===== config.mk =====
export PLATFORM = sky130hd
export DESIGN_NAME = sdram_burst_ctrl
export DESIGN_NICKNAME = d
export VERILOG_FILES = /design/src/rtl/sdram_burst_ctrl.sv
export SDC_FILE = /design/constraint.sdc
export NUM_CORES = 1
export LEC_CHECK = 0
export BUFFER_PORTS_ARGS = -buffer_cell sky130_fd_sc_hd__clkbuf_2
export CAP_MARGIN = 20
export CORE_MARGIN = 10
export CORE_UTILIZATION = 25
export CTS_CLUSTER_SIZE = 28
export DETAILED_ROUTE_END_ITERATION = 6
export MAX_ROUTING_LAYER = met4
export PLACE_DENSITY_LB_ADDON = 0.12
export SETUP_SLACK_MARGIN = 0.2
export SYNTH_ARGS = -nofsm -noshare
export SYNTH_HDL_FRONTEND = slang
export SYNTH_SLANG_ARGS = --single-unit

===== constraint.sdc =====
create_clock -name clk -period 2.37 [get_ports clk]
set_clock_uncertainty 0.1 [all_clocks]
set_input_delay 0.1185 -clock clk [delete_from_list [all_inputs] [get_ports clk]]
set_output_delay 0.1185 -clock clk [all_outputs]
set_load 0.005 [all_outputs]

===== src/rtl/sdram_burst_ctrl.sv =====
// -----------------------------------------------------------------------------
// sdram_burst_ctrl
// Single-burst SDRAM controller. A request opens one row (ACTIVE), issues one
// READ or WRITE, streams the burst, stops it with BURST_TERM, then closes all
// banks with PRECHARGE before accepting the next request.
//
// Ports
//   clk, rst_n       : clock, asynchronous active-low reset
//   i_req, i_we      : transfer request (taken in IDLE only), 1=write
//   i_addr           : {bank,row,col}
//   i_burst_len      : words in the burst, 0..2^COL_W (clamped to row end)
//   i_wdata          : write word, taken while o_wr_ack=1
//   o_busy           : controller not idle
//   o_wr_ack         : write-data request (combinational)
//   o_rd_valid/data  : read word strobe and data
//   o_done           : one-cycle pulse at end of burst
//   sdr_*            : SDRAM command/address/data pins
// -----------------------------------------------------------------------------
module sdram_burst_ctrl #(
   parameter int DQ_W  = 32,
   parameter int BA_W  = 2,
   parameter int ROW_W = 11,
   parameter int COL_W = 8,
   parameter int T_RCD = 2,
   parameter int T_WR  = 2,
   parameter int T_RP  = 3,
   parameter int CL    = 3
) (
   input  logic                          clk,
   input  logic                          rst_n,
   input  logic                          i_req,
   input  logic                          i_we,
   input  logic [BA_W+ROW_W+COL_W-1:0]   i_addr,
   input  logic [COL_W:0]                i_burst_len,
   input  logic [DQ_W-1:0]               i_wdata,
   output logic                          o_busy,
   output logic                          o_wr_ack,
   output logic                          o_rd_valid,
   output logic [DQ_W-1:0]               o_rd_data,
   output logic                          o_done,
   output logic [3:0]                    sdr_cmds,
   output logic [ROW_W-1:0]              sdr_addr,
   output logic [BA_W-1:0]               sdr_ba,
   output logic [DQ_W-1:0]               sdr_dq_out,
   output logic                          sdr_dq_oe,
   input  logic [DQ_W-1:0]               sdr_dq_in,
   output logic [DQ_W/8-1:0]             sdr_dqm
);

   localparam int ADDR_W = BA_W + ROW_W + COL_W;
   localparam int CNT_W  = COL_W + 1;
   localparam int DM_W   = DQ_W / 8;

   // {CS#,RAS#,CAS#,WE#}
   localparam logic [3:0] CMD_NOP   = 4'b0111;
   localparam logic [3:0] CMD_ACT   = 4'b0011;
   localparam logic [3:0] CMD_READ  = 4'b0101;
   localparam logic [3:0] CMD_WRITE = 4'b0100;
   localparam logic [3:0] CMD_BTERM = 4'b0110;
   localparam logic [3:0] CMD_PRE   = 4'b0010;

   // Last counter value of each timed wait (counter restarts at 0 per state)
   localparam logic [CNT_W-1:0] RCD_LAST = CNT_W'(T_RCD - 2);
   localparam logic [CNT_W-1:0] WR_LAST  = CNT_W'(T_WR - 2);
   localparam logic [CNT_W-1:0] RD_LAST  = CNT_W'(CL);
   localparam logic [CNT_W-1:0] RP_LAST  = CNT_W'(T_RP - 2);

   typedef enum logic [3:0] {
      S_IDLE, S_ACT, S_WAIT_RCD, S_CMD, S_XFER,
      S_BTERM, S_DRAIN, S_PRE, S_WAIT_RP, S_END
   } state_t;

   state_t                 r_state;
   state_t                 w_state_nxt;
   logic [CNT_W-1:0]       r_cnt;
   logic                   r_we;
   logic [CNT_W-1:0]       r_len;
   logic [BA_W-1:0]        r_bank;
   logic [ROW_W-1:0]       r_row;
   logic [COL_W-1:0]       r_col;

   logic [3:0]             r_cmds;
   logic [ROW_W-1:0]       r_sdr_addr;
   logic [BA_W-1:0]        r_sdr_ba;
   logic [DM_W-1:0]        r_dqm;
   logic                   r_busy;
   logic                   r_done;
   logic                   r_dq_oe;
   logic [DQ_W-1:0]        r_dq_out;
   logic                   r_rd_issue;
   logic [CL-1:0]          r_rd_dly;
   logic                   r_rd_valid;
   logic [DQ_W-1:0]        r_rd_data;

   logic [3:0]             w_cmd;
   logic [ROW_W-1:0]       w_addr;
   logic [DM_W-1:0]        w_dqm;
   logic                   w_data_phase;
   logic                   w_wr_ack;
   logic [CNT_W-1:0]       w_len_m2;
   logic [BA_W-1:0]        w_in_bank;
   logic [ROW_W-1:0]       w_in_row;
   logic [COL_W-1:0]       w_in_col;

   // Limit a burst so it never runs past the end of the open row.
   function automatic logic [CNT_W-1:0] clamp_len(input logic [COL_W-1:0] col,
                                                  input logic [CNT_W-1:0] len);
      logic [CNT_W:0] span;
      logic [CNT_W:0] room;
      logic [CNT_W:0] last;
      span = {2'b01, {COL_W{1'b0}}};
      room = span - {2'b00, col};
      last = {2'b00, col} + {1'b0, len};
      if (last > span) return room[CNT_W-1:0];
      return len;
   endfunction

   assign w_in_bank = i_addr[ADDR_W-1 -: BA_W];
   assign w_in_row  = i_addr[COL_W +: ROW_W];
   assign w_in_col  = i_addr[COL_W-1:0];
   assign w_len_m2  = r_len - CNT_W'(2);

   // CMD plus XFER is the data phase; zero-length bursts carry no data.
   assign w_data_phase = ((r_state == S_CMD) || (r_state == S_XFER)) && (r_len != '0);
   assign w_wr_ack     = w_data_phase && r_we;
   assign o_wr_ack     = w_wr_ack;

   // ---- state register, shared counter, request latch
   always_ff @(posedge clk or negedge rst_n) begin
      if (!rst_n) begin
         r_state <= S_IDLE;
         r_cnt   <= '0;
         r_we    <= 1'b0;
         r_len   <= '0;
      end else begin
         r_state <= w_state_nxt;
         r_cnt   <= (w_state_nxt != r_state) ? '0 : r_cnt + CNT_W'(1);
         if (r_state == S_IDLE && i_req) begin
            r_we  <= i_we;
            r_len <= clamp_len(w_in_col, i_burst_len);
         end
      end
   end

   always_ff @(posedge clk) begin
      if (r_state == S_IDLE && i_req) begin
         r_bank <= w_in_bank;
         r_row  <= w_in_row;
         r_col  <= w_in_col;
      end
   end

   always_comb begin
      w_state_nxt = r_state;
      case (r_state)
         S_IDLE:     if (i_req) w_state_nxt = S_ACT;
         S_ACT:      w_state_nxt = S_WAIT_RCD;
         S_WAIT_RCD: if (r_cnt == RCD_LAST) w_state_nxt = S_CMD;
         S_CMD:      w_state_nxt = (r_len < CNT_W'(2)) ? S_BTERM : S_XFER;
         S_XFER:     if (r_cnt == w_len_m2) w_state_nxt = S_BTERM;
         S_BTERM:    w_state_nxt = S_DRAIN;
         S_DRAIN:    if (r_cnt == (r_we ? WR_LAST : RD_LAST)) w_state_nxt = S_PRE;
         S_PRE:      w_state_nxt = S_WAIT_RP;
         S_WAIT_RP:  if (r_cnt == RP_LAST) w_state_nxt = S_END;
         S_END:      w_state_nxt = S_IDLE;
         default:    w_state_nxt = S_IDLE;
      endcase
   end

   // Pin values decoded from the current state; registered one cycle later.
   always_comb begin
      w_cmd  = CMD_NOP;
      w_addr = '0;
      w_dqm  = '0;
      case (r_state)
         S_IDLE:     w_dqm  = '1;
         S_ACT:      begin w_cmd = CMD_ACT; w_addr = r_row; end
         S_WAIT_RCD: w_addr = r_row;
         S_CMD:      begin
                        w_cmd  = r_we ? CMD_WRITE : CMD_READ;
                        w_addr = {{(ROW_W-COL_W){1'b0}}, r_col};
                     end
         S_XFER,
         S_DRAIN:    w_addr = {{(ROW_W-COL_W){1'b0}}, r_col};
         S_BTERM:    begin
                        w_cmd  = CMD_BTERM;
                        w_addr = {{(ROW_W-COL_W){1'b0}}, r_col};
                     end
         S_PRE:      begin w_cmd = CMD_PRE; w_addr = '1; end
         S_WAIT_RP:  w_addr = '1;
         S_END:      begin w_addr = '1; w_dqm = '1; end
         default:    w_dqm  = '1;
      endcase
   end

   // ---- output stage: pins, write data, read pipeline
   always_ff @(posedge clk or negedge rst_n) begin
      if (!rst_n) begin
         r_cmds     <= CMD_NOP;
         r_sdr_addr <= '1;
         r_sdr_ba   <= '0;
         r_dqm      <= '1;
         r_busy     <= 1'b0;
         r_done     <= 1'b0;
         r_dq_oe    <= 1'b0;
         r_dq_out   <= '0;
         r_rd_issue <= 1'b0;
         r_rd_dly   <= '0;
         r_rd_valid <= 1'b0;
         r_rd_data  <= '0;
      end else begin
         r_cmds     <= w_cmd;
         r_sdr_addr <= w_addr;
         r_sdr_ba   <= (r_state == S_IDLE) ? '0 : r_bank;
         r_dqm      <= w_dqm;
         r_busy     <= (r_state != S_IDLE);
         r_done     <= (r_state == S_END);
         r_dq_oe    <= w_wr_ack;
         r_dq_out   <= w_wr_ack ? i_wdata : '0;
         // Issue flag lines up with READ on the pins; CL-stage delay marks
         // the cycles in which the device returns data.
         r_rd_issue <= w_data_phase && !r_we;
         r_rd_dly   <= {r_rd_dly[CL-2:0], r_rd_issue};
         r_rd_valid <= r_rd_dly[CL-1];
         if (r_rd_dly[CL-1]) r_rd_data <= sdr_dq_in;
      end
   end

   assign sdr_cmds   = r_cmds;
   assign sdr_addr   = r_sdr_addr;
   assign sdr_ba     = r_sdr_ba;
   assign sdr_dqm    = r_dqm;
   assign sdr_dq_oe  = r_dq_oe;
   assign sdr_dq_out = r_dq_out;
   assign o_busy     = r_busy;
   assign o_done     = r_done;
   assign o_rd_valid = r_rd_valid;
   assign o_rd_data  = r_rd_data;

endmodule

==> results by group <==
Status
  – Status: finished clean

CTS
  – Clock Sinks: 133
  – Max clock buf depth: 2
  – Total CTS buffers: 17
  – Clock insertion delay at the later pin of the skew report: 0.42 ns
  – CTS root buf: clkbuf_16
  – H-tree depth: 4
  – Worst-path clk slew: 0.06 ns
  – CTS tree: done

Global routing
  – Initial antenna violation count: 0
  – Tot GR Track Use: 11.67%
  – GRT overflow: 0
  – Largest net degree at the start of global routing: 50
  – First-pass GRT wire length: 28130 um
  – Vias in the first global route: 5242

Logic synthesis
  – Top post-synthesis cells by area: dfrtp_1 40%, edfxtp_1 10%, dfstp_2 6.5%, mux2_2 6.0%, a21oi_1 4.0%
  – Post-synth top cells: 97 x dfrtp_1, 49 x nor2_1, 48 x a21oi_1
  – Synthesized flop and latch total: 133
  – Post-synthesis sequential area ratio: 57.05%
  – Area leader, netlist: dfrtp_1
  – Asr flop ratio synth: 84.21%
  – Syn avg cell area: 11.98 um^2
  – Top_reg_cell synth: dfrtp_1
  – Post-synth cell types: 65
  – Post-synth top area share: 40.12%
  – Post-synth net total: 617
  – Post-synth EDFFs: 21
  – Mapped Area: 0.006051 mm^2
  – Count leader, synth: dfrtp_1
  – Ys Warns: 0
  – Post-Synthesis Cells: 505

Finish
  – Finished Cell Area: 0.009294 mm^2
  – Layout cells sized above 1: 43.55%
  – Fin util: 39.36%
  – Antenna diodes: 0
  – Synth-to-Final Area Change: 53.60%
  – Final cell count without fillers: 1148
  – Nets@finish: 928

Critical path
  – WP data required: 2.56 ns
  – Critical-path cell list: inv_1, ha_1, nor2b_4, nand3b_1, xnor2_1, nor4_1, nand4_1, a22oi_2, a311o_1, buf_12, nor3_2
  – Highest fanout seen on the critical path: 10
  – Critical path startpoint: r_len[2]
  – Crit path buffers/inverters: 2
  – Critical path startpoint category: flip-flop
  – CP delay by family, top: simple AND/OR/NAND/NOR gates
  – Reg2reg start: r_len[2]
  – CP peak stage delay: 0.42 ns
  – Crit. path cell count: 11
  – FF-to-FF End: r_cnt[8]
  – Crit. End Element: flip-flop
  – R2R setup slack: 0.09 ns
  – Slowest CP cell: dfrtp_1
  – Critical path class: flip-flop to flip-flop
  – CP endpoint: r_cnt[8]
  – Worst R2R Path Depth: 11
  – CP arrival: 2.47 ns

STA
  – Final Hold Fails: 0
  – Unrepaired setup endpoints after global routing: yes
  – Final period utilization: 96.28%
  – Slew HR: 53.30%
  – Fmax: 438.2 MHz
  – Max Slew Vio Count: 0
  – Final setup fails: 0
  – Min cycle time layout: 2.282 ns
  – Worst-margin pin slew: 0.7006 ns

Floorplanning
  – Die Wd: 175.6 um
  – IO Pins: 188
  – Area of the die: 0.03083 mm^2
  – Total core area: 0.02361 mm^2
  – FP Rows: 56
  – Die height: 175.6 um
  – Initial cell density of the core: 25.63%

Route
  – First-pass DRT Iterations: 7
  – DRT Wirelength: 17840 um
  – Wire per inst: 15.54 um
  – Vias: 4857
  – DR vias/cell: 4.231
  – Drt initial violations: 226
  – Drt drc: 0
  – Antenna Nets Post-Route: 0

Placement
  – GP Congestion: 0.7991
  – Placed instance area: 0.007646 mm^2
  – Inst Count DP: 1019
  – DP HPWL: 12990 um
  – Port-buffer cells: 186

Pwr
  – Static Leak: 4.241 nW
  – Power per Cell Area: 1061 mW/mm^2
  – VDD IR max: 0.4524 mV
  – Pwr Total: 9.862 mW

Flow run
  – Max_cap viols: 0

Hold path
  – Min-Delay Path Class: input port to flip-flop
==> sequential cells by signal, indices dropped and copies added, names as in the netlist, 3 cells and up <==
signal,cells
r_rd_dly,3
r_cnt,9
sdr_dq_out,32
o_rd_data,32
r_col,8
r_state,4
r_len,9
sdr_cmds,3
r_row,11
sdr_addr,11
==> metrics by stage <==
stage          setup slack [ns]  TNS [ns]  hold slack [ns]
4_1_cts                 0.07684         0          0.03040
6_report                0.08808         0          0.02889
3_5_place_dp            -0.1665    -1.890           0.1185
2_1_floorplan            0.1900         0          -0.2771
5_1_grt                -0.04847   -0.4016         0.008607
3_3_place_gp           -0.07215   -0.6392           0.1054
==> report_power, final <==
group          leakage (nW)  internal, mW  switching (mW)
logic                  2.37          1.82            1.82
clock network         0.290          1.55            1.05
registers              1.59          3.18           0.443
==> layout make-up <==
| type | instances | area (um^2) |
|---|---|---|
| clock inverter | 12 | 117.6 |
| fill | 2296 | 14320 |
| sequential | 133 | 3452 |
| timing repair buffer | 323 | 2266 |
| clock buffer | 20 | 466.7 |
| inverter | 13 | 48.80 |
| tap | 319 | 399.1 |
| multi-input combinational | 328 | 2544 |
==> repair_timing <==
item | in CTS | in global routing
hold buffers | 91 | 0
endpoints found under the setup margin | 11 | 41
gates resized for setup | 5 | 22
endpoints found under the hold margin | 123 | 0
pin swaps | 3 | 8
gates cloned | 0 | 1
setup buffers | 4 | 1
==> worst min-delay path by stage <==
stage | start | endpoint | slack, ns | cells after the start
3_5_place_dp | rst_n | o_rd_data[13] | 0.12 | 1
5_1_grt | i_burst_len[0] | r_len[0] | 0.009 | 4
6_report | i_burst_len[0] | r_len[0] | 0.03 | 4
3_3_place_gp | rst_n | o_rd_data[18] | 0.11 | 1
2_1_floorplan | rst_n | o_busy | -0.28 | 0
4_1_cts | i_burst_len[4] | r_len[4] | 0.03 | 4
==> metal layers <==
metal  part of all wire [%]  GRT usage (%)  vias to the layer above
li1                       -              -                     2374
met1                     45          13.96                     2308
met2                     48          18.74                      162
met3                    6.5          3.388                       13
met4                   0.84          3.426                        0
met5                      0              -                        -
==> placed cells by master, fill, tap and decap left out, types with 5 or more instances in the layout <==
| cell type | Yosys | layout |
|---|---|---|
| dfstp_2 | 15 | 15 |
| nand2_1 | 10 | 10 |
| clkbuf_2 | 1 | 182 |
| nor3_2 | 11 | 11 |
| mux2_2 | 32 | 32 |
| or3_1 | 5 | 5 |
| buf_4 | 4 | 42 |
| dlygate4sd3_1 | 0 | 91 |
| nand3_1 | 8 | 8 |
| ha_1 | 13 | 7 |
| and2_1 | 34 | 34 |
| o22ai_1 | 11 | 11 |
| xnor2_1 | 17 | 16 |
| nor2_1 | 49 | 48 |
| nor4_1 | 5 | 5 |
| xor2_1 | 15 | 15 |
| edfxtp_1 | 21 | 21 |
| ha_4 | 0 | 6 |
| clkbuf_16 | 0 | 17 |
| a21oi_1 | 48 | 45 |
| inv_1 | 13 | 11 |
| mux2i_1 | 9 | 9 |
| dfrtp_1 | 97 | 97 |
==> worst min-delay path: stages <==
cell	delay, ns
buf_6	0.08
buf_4	0.10
mux2i_1	0.06
a21oi_1	0.14
==> cell families after synthesis <==
group	count (synthesis)	share of synthesized area (%)
adder cells (fa/ha/maj)	14	3.019
AND/OR/NAND/NOR	161	16.03
XOR/XNOR	32	4.632
other	1	0.06198
flip-flops	133	57.05
buffers and inverters	44	3.784
multiplexers	41	7.444
AO/OA/AOI/OAI	79	7.982
Power figures use the tool's default switching activity.
